$ cat src/rtl/alu_ctrl_pkg.sv
// Shared types and helpers for the ALU control-bus encoder.
// Op codes, bus widths, FSM state encoding and the op-to-one-hot mapping.
package alu_ctrl_pkg;

  localparam int CTRL_W = 8;
  localparam int OP_W   = 4;

  localparam logic [OP_W-1:0] OP_SIGNED   = 4'd0;
  localparam logic [OP_W-1:0] OP_UNSIGNED = 4'd1;

  typedef enum logic [1:0] {
    IDLE = 2'd0,
    LOAD = 2'd1,
    HOLD = 2'd2
  } state_t;

  function automatic logic op_is_legal(input logic [OP_W-1:0] op);
    return (op[3] == 1'b0);
  endfunction

  // Code k in 0..7 drives bit (7-k) alone; illegal codes give an all-zero word.
  function automatic logic [CTRL_W-1:0] onehot_of(input logic [OP_W-1:0] op);
    logic [CTRL_W-1:0] word;
    case (op)
      4'd0:    word = 8'b1000_0000;
      4'd1:    word = 8'b0100_0000;
      4'd2:    word = 8'b0010_0000;
      4'd3:    word = 8'b0001_0000;
      4'd4:    word = 8'b0000_1000;
      4'd5:    word = 8'b0000_0100;
      4'd6:    word = 8'b0000_0010;
      4'd7:    word = 8'b0000_0001;
      default: word = 8'b0000_0000;
    endcase
    return word;
  endfunction

endpackage

$ cat src/rtl/alu_op_fifo.sv
// Synchronous op FIFO, DEPTH x W, with extra-MSB pointers for full/empty.
// The head entry is read straight from the storage array (registered data).
module alu_op_fifo #(
  parameter int DEPTH = 4,
  parameter int W     = 4
) (
  input  logic         clk,
  input  logic         rst_n,
  input  logic         push,
  input  logic         pop,
  input  logic [W-1:0] din,
  output logic [W-1:0] head,
  output logic         full,
  output logic         empty
);

  localparam int AW = $clog2(DEPTH);
  localparam int PW = AW + 1;
  localparam logic [PW-1:0] PTR_ONE = PW'(1);

  logic [W-1:0]  mem_r [DEPTH];
  logic [PW-1:0] wr_ptr_r;
  logic [PW-1:0] rd_ptr_r;
  logic          do_push_s;
  logic          do_pop_s;
  logic          full_s;
  logic          empty_s;

  assign empty_s   = (wr_ptr_r == rd_ptr_r);
  assign full_s    = (wr_ptr_r[AW] != rd_ptr_r[AW]) &&
                     (wr_ptr_r[AW-1:0] == rd_ptr_r[AW-1:0]);
  assign do_push_s = push && !full_s;
  assign do_pop_s  = pop && !empty_s;

  assign head  = mem_r[rd_ptr_r[AW-1:0]];
  assign full  = full_s;
  assign empty = empty_s;

  // Read/write pointer update.
  always_ff @(posedge clk or negedge rst_n) begin
    if (!rst_n) begin
      wr_ptr_r <= '0;
      rd_ptr_r <= '0;
    end else begin
      if (do_push_s) wr_ptr_r <= wr_ptr_r + PTR_ONE;
      if (do_pop_s)  rd_ptr_r <= rd_ptr_r + PTR_ONE;
    end
  end

  // Storage write.
  always_ff @(posedge clk or negedge rst_n) begin
    if (!rst_n) begin
      for (int i = 0; i < DEPTH; i++) mem_r[i] <= '0;
    end else if (do_push_s) begin
      mem_r[wr_ptr_r[AW-1:0]] <= din;
    end
  end

endmodule

$ cat src/rtl/alu_ctrl_encoder.sv
// Drives the ALU one-hot Control bus from queued 4-bit op codes, holding each
// word for HOLD_CYCLES cycles. Define ALU_ENC_CNT_EN to add the issued_cnt port.
module alu_ctrl_encoder
  import alu_ctrl_pkg::*;
#(
  parameter int DEPTH       = 4,
  parameter int HOLD_CYCLES = 3,
  parameter int CNT_W       = 8
) (
  input  logic              clk,
  input  logic              rst_n,
  input  logic              op_valid,
  input  logic [OP_W-1:0]   op_code,
  output logic              op_ready,
  output logic [CTRL_W-1:0] Control,
  output logic              ctrl_strobe,
  output logic              op_done,
  output logic              op_err,
  output logic              busy
`ifdef ALU_ENC_CNT_EN
  ,
  output logic [CNT_W-1:0]  issued_cnt
`endif
);

  localparam int HC_W = (HOLD_CYCLES > 1) ? $clog2(HOLD_CYCLES) : 1;
  localparam logic [HC_W-1:0] CNT_ZERO  = '0;
  localparam logic [HC_W-1:0] CNT_ONE   = HC_W'(1);
  localparam logic [HC_W-1:0] HOLD_LOAD = HC_W'(HOLD_CYCLES - 1);
  localparam logic            HOLD_ONE  = (HOLD_CYCLES == 1);

  if (DEPTH < 2 || DEPTH > 16 || (DEPTH & (DEPTH - 1)) != 0 ||
      HOLD_CYCLES < 1 || CNT_W < 1) begin : g_param_check
    $error("alu_ctrl_encoder: unsupported parameter set");
  end

  state_t            state_r, state_n;
  logic [CTRL_W-1:0] ctrl_r, ctrl_n;
  logic [HC_W-1:0]   cnt_r, cnt_n;
  logic              strobe_r, strobe_n;
  logic              done_r, done_n;
  logic              err_r, err_n;

  logic [OP_W-1:0]   head_s;
  logic              fifo_full_s;
  logic              fifo_empty_s;
  logic              last_s;
  logic              advance_s;

  alu_op_fifo #(
    .DEPTH (DEPTH),
    .W     (OP_W)
  ) u_fifo (
    .clk   (clk),
    .rst_n (rst_n),
    .push  (op_valid),
    .pop   (advance_s),
    .din   (op_code),
    .head  (head_s),
    .full  (fifo_full_s),
    .empty (fifo_empty_s)
  );

  // Last hold cycle of a legal op; an illegal op in LOAD carries a zero word.
  assign last_s    = (state_r != IDLE) && (cnt_r == CNT_ZERO) && (ctrl_r != '0);
  assign advance_s = ((state_r == IDLE) || last_s) && !fifo_empty_s;

  // Next-state and next-output logic; popping reloads Control with no gap.
  always_comb begin
    state_n  = state_r;
    ctrl_n   = ctrl_r;
    cnt_n    = cnt_r;
    strobe_n = 1'b0;
    done_n   = 1'b0;
    err_n    = 1'b0;
    if (advance_s) begin
      state_n = LOAD;
      if (op_is_legal(head_s)) begin
        ctrl_n   = onehot_of(head_s);
        cnt_n    = HOLD_LOAD;
        strobe_n = 1'b1;
        done_n   = HOLD_ONE;
      end else begin
        ctrl_n = '0;
        cnt_n  = CNT_ZERO;
        err_n  = 1'b1;
      end
    end else begin
      case (state_r)
        IDLE: begin
          ctrl_n = '0;
          cnt_n  = CNT_ZERO;
        end
        LOAD, HOLD: begin
          if ((ctrl_r == '0) || (cnt_r == CNT_ZERO)) begin
            state_n = IDLE;
            ctrl_n  = '0;
            cnt_n   = CNT_ZERO;
          end else begin
            state_n = HOLD;
            cnt_n   = cnt_r - CNT_ONE;
            done_n  = (cnt_r == CNT_ONE);
          end
        end
        default: begin
          state_n = IDLE;
          ctrl_n  = '0;
          cnt_n   = CNT_ZERO;
        end
      endcase
    end
  end

  // FSM state and registered outputs.
  always_ff @(posedge clk or negedge rst_n) begin
    if (!rst_n) begin
      state_r  <= IDLE;
      ctrl_r   <= '0;
      cnt_r    <= CNT_ZERO;
      strobe_r <= 1'b0;
      done_r   <= 1'b0;
      err_r    <= 1'b0;
    end else begin
      state_r  <= state_n;
      ctrl_r   <= ctrl_n;
      cnt_r    <= cnt_n;
      strobe_r <= strobe_n;
      done_r   <= done_n;
      err_r    <= err_n;
    end
  end

  assign Control     = ctrl_r;
  assign ctrl_strobe = strobe_r;
  assign op_done     = done_r;
  assign op_err      = err_r;
  assign op_ready    = !fifo_full_s;
  assign busy        = (state_r != IDLE) || !fifo_empty_s;

`ifdef ALU_ENC_CNT_EN
  logic [CNT_W-1:0] issued_r;

  // Counts legal ops, updating on the edge that raises ctrl_strobe.
  always_ff @(posedge clk or negedge rst_n) begin
    if (!rst_n) begin
      issued_r <= '0;
    end else if (strobe_n) begin
      issued_r <= issued_r + CNT_W'(1);
    end
  end

  assign issued_cnt = issued_r;
`endif

endmodule

$ cat config.mk
export PLATFORM = sky130hd
export DESIGN_NAME = alu_ctrl_encoder
export DESIGN_NICKNAME = d
export VERILOG_FILES = /design/src/rtl/alu_ctrl_pkg.sv /design/src/rtl/alu_op_fifo.sv /design/src/rtl/alu_ctrl_encoder.sv
export SDC_FILE = /design/constraint.sdc
export NUM_CORES = 1
export LEC_CHECK = 0
export ABC_CLOCK_PERIOD_IN_PS = 2500
export BUFFER_PORTS_ARGS = -buffer_cell sky130_fd_sc_hd__buf_2
export CORE_MARGIN = 2
export CORE_UTILIZATION = 50
export CTS_BUF_LIST = sky130_fd_sc_hd__clkbuf_8
export DETAILED_ROUTE_END_ITERATION = 8
export GPL_TIMING_DRIVEN = 0
export HOLD_SLACK_MARGIN = 0.03
export PLACE_DENSITY = 0.72
export SLEW_MARGIN = 20
export SYNTH_ARGS = -nofsm -noshare
export SYNTH_HDL_FRONTEND = slang
export SYNTH_SLANG_ARGS = --single-unit
$ cat constraint.sdc
create_clock -name clk -period 2.5 [get_ports clk]
set_clock_uncertainty 0.2 [all_clocks]
set_input_delay 0.25 -clock clk [delete_from_list [all_inputs] [get_ports clk]]
set_output_delay 0.25 -clock clk [all_outputs]
set_load 0.01 [all_outputs]
* Yosys cells after proc, flatten, opt, wreduce, memory -nomap -nowiden *
Memories as Yosys holds them, arrays and structs flattened.
Cells that the tools add are included.

cells by class
  add/sub/neg operators = 3
  $lt $le $gt $ge = 3
  equal/unequal tests = 8
  mux-type cells = 24
  bitwise operators = 2
  reductions and logical operators = 18

operators with widths
  operator               count
  $mux W8                4
  $bwmux W16             1
  $mux W2                6
  $mux W4                3
  $bmux W4 S2            1
  $demux W4 S2           1
  $logic_not A8 Y1       1
  $reduce_bool A8 Y1     1
  $logic_and A1 B1 Y1    7
  $mux W1                7
  $add A3 B1 Y3 const B  2
  $ge A3 B3 Y1 const B   2
  $not A2 Y3             2
  $eq A2 B1 Y1 const B   2
  $logic_not A2 Y1       2
  $pmux W2 S2            1
  $eq A3 B3 Y1           1
  $logic_or A1 B1 Y1     3
  $lt A3 B1 Y1 const B   1
  $ne A3 B2 Y1 const B   1
  $eq A2 B2 Y1           1
  $eq A2 B2 Y1 const B   1
  $logic_not A1 Y1       2
  $ne A2 B1 Y1 const B   1
  other kinds (4)        4

storage, ports and cells
  bits in registers = 37
  bits in read-only memories = 64
  input port bits = 7
  word-level logic and storage cells = 71
  memories kept = 1

memories
  memory           depth  width  read ports  clocked after Yosys merged registers in  write ports  RTL line            RTL
  (no name shown)  8      8      1           0                                        0            alu_ctrl_pkg.sv:24  case (op)

* Logic depth before layout (Yosys ltp) *
An unclocked memory read counts as a cell.

  word-level depth = 7
  mapped depth = 7
  gate-level depth less buffers = 6

* Cells and area by module *
From an unflattened synthesis, not the netlist that was laid out.

unflattened totals
  cells, all modules = 175
  area total of the unflattened synthesis = 1999.4 µm²

by module, submodules not included
  module            times used  cells each  area an instance (µm²)  sequential area each (µm²)
  alu_op_fifo       1           84          1139.8                  550.5
  alu_ctrl_encoder  1           91          859.6                   375.4

* Worst setup path after synthesis *
No wires, ideal clock.

  path type = flip-flop to flip-flop
  start point = reg ctrl_r[7] (netlist: Control[7])
  end point = reg ctrl_r[1] (netlist: Control[1])
  library setup time = 122 ps
  data arrival time = 1705 ps
  slack = 474 ps
  stages on the path, launching flop included = 6
  buffers on the path = 1
  path through = dfrtp_1 or4_1 o21a_1 o211a_1 buf_6 a32o_1

on the way
  longest elaborated chain between the ends = 5

RTL lines
  what                                               RTL line                 RTL
  start: declaration                                 alu_ctrl_encoder.sv:38   logic [CTRL_W-1:0] ctrl_r, ctrl_n;
  start signal: assignment                           alu_ctrl_encoder.sv:125  ctrl_r <= ctrl_n;
  $reduce_bool A8 Y1                                 alu_ctrl_encoder.sv:65   assign last_s = (state_r != IDLE) && (cnt_r == CNT_ZERO) && (ctrl_r != '0);
  $logic_and A1 B1 Y1                                alu_ctrl_encoder.sv:65
  $logic_or A1 B1 Y1                                 alu_ctrl_encoder.sv:66   assign advance_s = ((state_r == IDLE) || last_s) && !fifo_empty_s;
  $logic_and A1 B1 Y1                                alu_ctrl_encoder.sv:66
  $ne A3 B2 Y1 (no line) or $mux W8 (tied branches)  -

Parallel ways exist; a longest one is shown, timed or not.
A chain may end at the register's enable or synchronous reset.

* Final worst setup path *
  start point = reg u_fifo.rd_ptr_r[0]
  end point = reg ctrl_r[3] (netlist: Control[3])

on the way
  longest elaborated chain between the ends = 7

RTL lines
  what                                         RTL line                RTL
  start: declaration                           alu_op_fifo.sv:23       logic [PW-1:0] rd_ptr_r;
  start signal: assignment                     alu_op_fifo.sv:46       if (do_pop_s) rd_ptr_r <= rd_ptr_r + PTR_ONE;
  $not A2 Y3 (not written as such)             alu_op_fifo.sv:35       assign head = mem_r[rd_ptr_r[AW-1:0]];
  $bmux W4 S2                                  alu_op_fifo.sv:35
  $mux W4 (not written as such) (2 in series)  alu_op_fifo.sv:35
  $mem_v2 Z8 W8                                -
  $mux W8                                      alu_ctrl_encoder.sv:78  if (op_is_legal(head_s)) begin
  $mux W8                                      alu_ctrl_encoder.sv:76  if (advance_s) begin

Parallel ways exist; a longest one is shown, timed or not. The select of a mux whose other input is x is not followed.

==> impl_metrics.yaml <==
clock_network:
  ctsResizeCount: 0
  cts_buffers: 5
  cts_tree: "yes"
  cts-root-buf: "clkbuf_8"
  cts_num_sinks: 37
  path_clk_slew_ns: 0.07
  cts_buffer_depth: 2
  h-tree-depth: 2
  clk_latency_ns: 0.28
worst_setup_path:
  reg2reg_depth: 6
  critPathMaxFanout: 10
  crit_required_ns: 2.52
  setup.worst_path.start_class: "register"
  max_stage_delay_ns: 0.45
  cp.arrival_ns: 2.20
  critPathCaptureType: "register"
  path_cells: "buf_2 -> xnor2_1 -> nand3_1 -> a21oi_1 -> buf_4 -> a32o_1"
  crit_type: "register to register"
  cp_slowest_cell: "xnor2_1"
synth:
  synth_edf_count: 0
  async_flop_share_pct: 100
  synth_area_per_cell_um2: 13.6
  yosysUniqueCellTypes: 31
  mappedNetlistArea_um2: 1710
  synth_top_area_share_pct: 54.2
  synth-warning-count: 0
  synthCells: 126
  yosysTopAreaCell: "dfrtp_1"
  ys.flop_type: "dfrtp_1"
  synth_nets: 141
  synthTopCellsByArea: "dfrtp_1 54%, mux2_1 11%, ha_1 5.9%, mux4_2 5.3%, xnor2_1 3.6%"
  synth_seq_area_share_pct: 54.2
  ys_seq_elements: 37
pwr:
  p_total_uw: 3000
  power_density_nw_per_um2: 1500
  worst_ir_drop_vdd_uv: 695
  p_leak_uw: 0.000957
placed_design:
  dp_cells: 191
  gp_routability_congestion: 0.757
  hpwl_um: 2260
  place_ws_ns: 0.359
  numPortBuffers: 19
floorplanning:
  die-height_um: 62.5
  dieWidth_um: 62.5
  dieArea_um2: 3900
  core_um2: 3310
  io_pins: 20
  placement_rows: 21
  initial_core_util_pct: 51.6
cells_and_area:
  utilization_pct: 60.4
  area_growth_pct: 16.9
  fin_nets: 172
  diodes: 0
  drive_gt1_share_pct: 22.3
  fin_cells: 203
outcome:
  outcome: "complete, no violations"
grt:
  grt_use_total_pct: 18.4
  first_global_vias: 1180
  grt_max_degree: 38
  gr-total-overflow: 0
  grt_pass1_wl_um: 5490
  antenna_found_initial: 0
drt:
  via_count: 1081
  firstDrtPassIters: 4
  detail_route.iter0.violations: 61
  avgRoutedWirePerCell_um: 15.4
  routed_wl_um: 3130
  drc: 0
  avgViaCountPerCell: 5.33
  antenna_left: 0
hold_path:
  hold_path_depth: 4
  hp-class: "primary input to register"
timing:
  slew_headroom_pct: 46.0
  rsz0062_at_grt: "false"
  fin_crit_ns: 2.18
  hold_viol: 0
  final_max_slew_viol_count: 0
  setup-violations-final: 0
  period_share_pct: 87.2
  fmax_mhz: 459
  timing.final.ws_setup_ns: 0.321
  worst_pin_slew_ns: 0.811
  tns_ns: 0
flow_run:
  cap_violations: 0
[repair_timing]
item	4_1_cts	5_1_grt
hold buffers	5	0
buffers inserted	0	0
hold endpoints to repair	50	0
[final timing paths]
kind / from / endpoint / slack, ns
max in group asynchronous: rst_n / u_fifo.mem_r[3] / 1.18
min in group asynchronous: rst_n / state_r[0] / 0.40
min reg2reg: state_r[0] / state_r[0] / 0.29
min: op_valid / u_fifo.wr_ptr_r[0] / 0.17
max: u_fifo.rd_ptr_r[0] / Control[3] / 0.32
max reg2reg: u_fifo.rd_ptr_r[0] / Control[3] / 0.32
[report_power, final]
group          switching (uW)  internal (uW)  total (uW)
clock                     196            214         411
sequential                183            886        1070
combinational             813            710        1520
total                    1190           1810        3000
[cell families after synthesis]
logic type               after synthesis  share of synthesized area, %
flip-flops                            37                          54.2
multiplexers                          21                          16.5
AND/OR/NAND/NOR                       21                          6.37
AO/OA/AOI/OAI                         18                          9.44
buffers and inverters                 13                          3.59
XOR/XNOR                               8                          4.10
adder cells (fa/ha/maj)                8                          5.86
[worst max-delay path: cells and delay by family (launching register included)]
kind,cells,cell delay (ns)
DFF,1,0.38
buffers and inverters,2,0.40
and+or+nand+nor,1,0.25
xor gates and xnor gates,1,0.45
AOI/OAI and AO/OA,2,0.43
[registers in the layout, indices dropped and copies added (netlist names)]
register and cells:
u_fifo.mem_r 16, op_done 1, state_r 2, Control 8, u_fifo.wr_ptr_r 3, u_fifo.rd_ptr_r 3
op_err 1, cnt_r 2, ctrl_strobe 1
[per-stage QoR]
stage	cell area (um^2)	hold WS, ns
CTS	2000	0.159
finish	2000	0.166
global route	2000	0.170
global placement	1860	0.171
floorplan	1710	-0.246
detailed placement	1860	0.194
[synth_stat cells, drive strengths merged (3+ instances only)]
cell type / n
inv: 10
ha: 8
nor2b: 3
dfrtp: 37
buf: 3
a32o: 6
mux2: 17
xnor2: 7
nand2: 7
mux4: 4
o21ai: 3
[cells in the final DEF (no fill, tap or decap), drive strengths merged]
master	Yosys	final
a21oi	1	1
inv	10	11
nand4	1	1
o211a	1	1
a31oi	1	1
ha	8	8
nand2	7	7
o21ai	3	3
buf	3	22
o21a	1	1
a32o	6	6
a21o	1	1
mux4	4	4
a22o	2	2
nand3	2	2
mux2	17	17
and3	2	2
and2	2	2
dlygate4sd3	0	5
nor2b	3	3
nor2	2	2
or4	2	2
xor2	1	1
o22ai	1	1
xnor2	7	7
clkbuf	0	6
o211ai	1	1
dfrtp	37	37
[area by class of cell]
type | count | area [um^2]
Inverter | 10 | 37.5
Clock inverter | 1 | 3.75
Tap cell | 46 | 57.6
Sequential cell | 37 | 926
Fill cell | 283 | 1310
Buffer | 3 | 23.8
Clock buffer | 6 | 82.6
Multi-Input combinational cell | 76 | 722
Timing Repair Buffer | 24 | 145
[layer usage]
metal	vias to the layer above	routed length [um]	share of wire (%)	track usage, %
li1	509	-	-	-
met1	545	1330	43	21.0
met2	21	1610	51	31.6
met3	6	140	4.5	6.85
met4	0	53	1.7	6.94
met5	-	0	0	0
No activity file was read; power rests on OpenSTA's default activity.
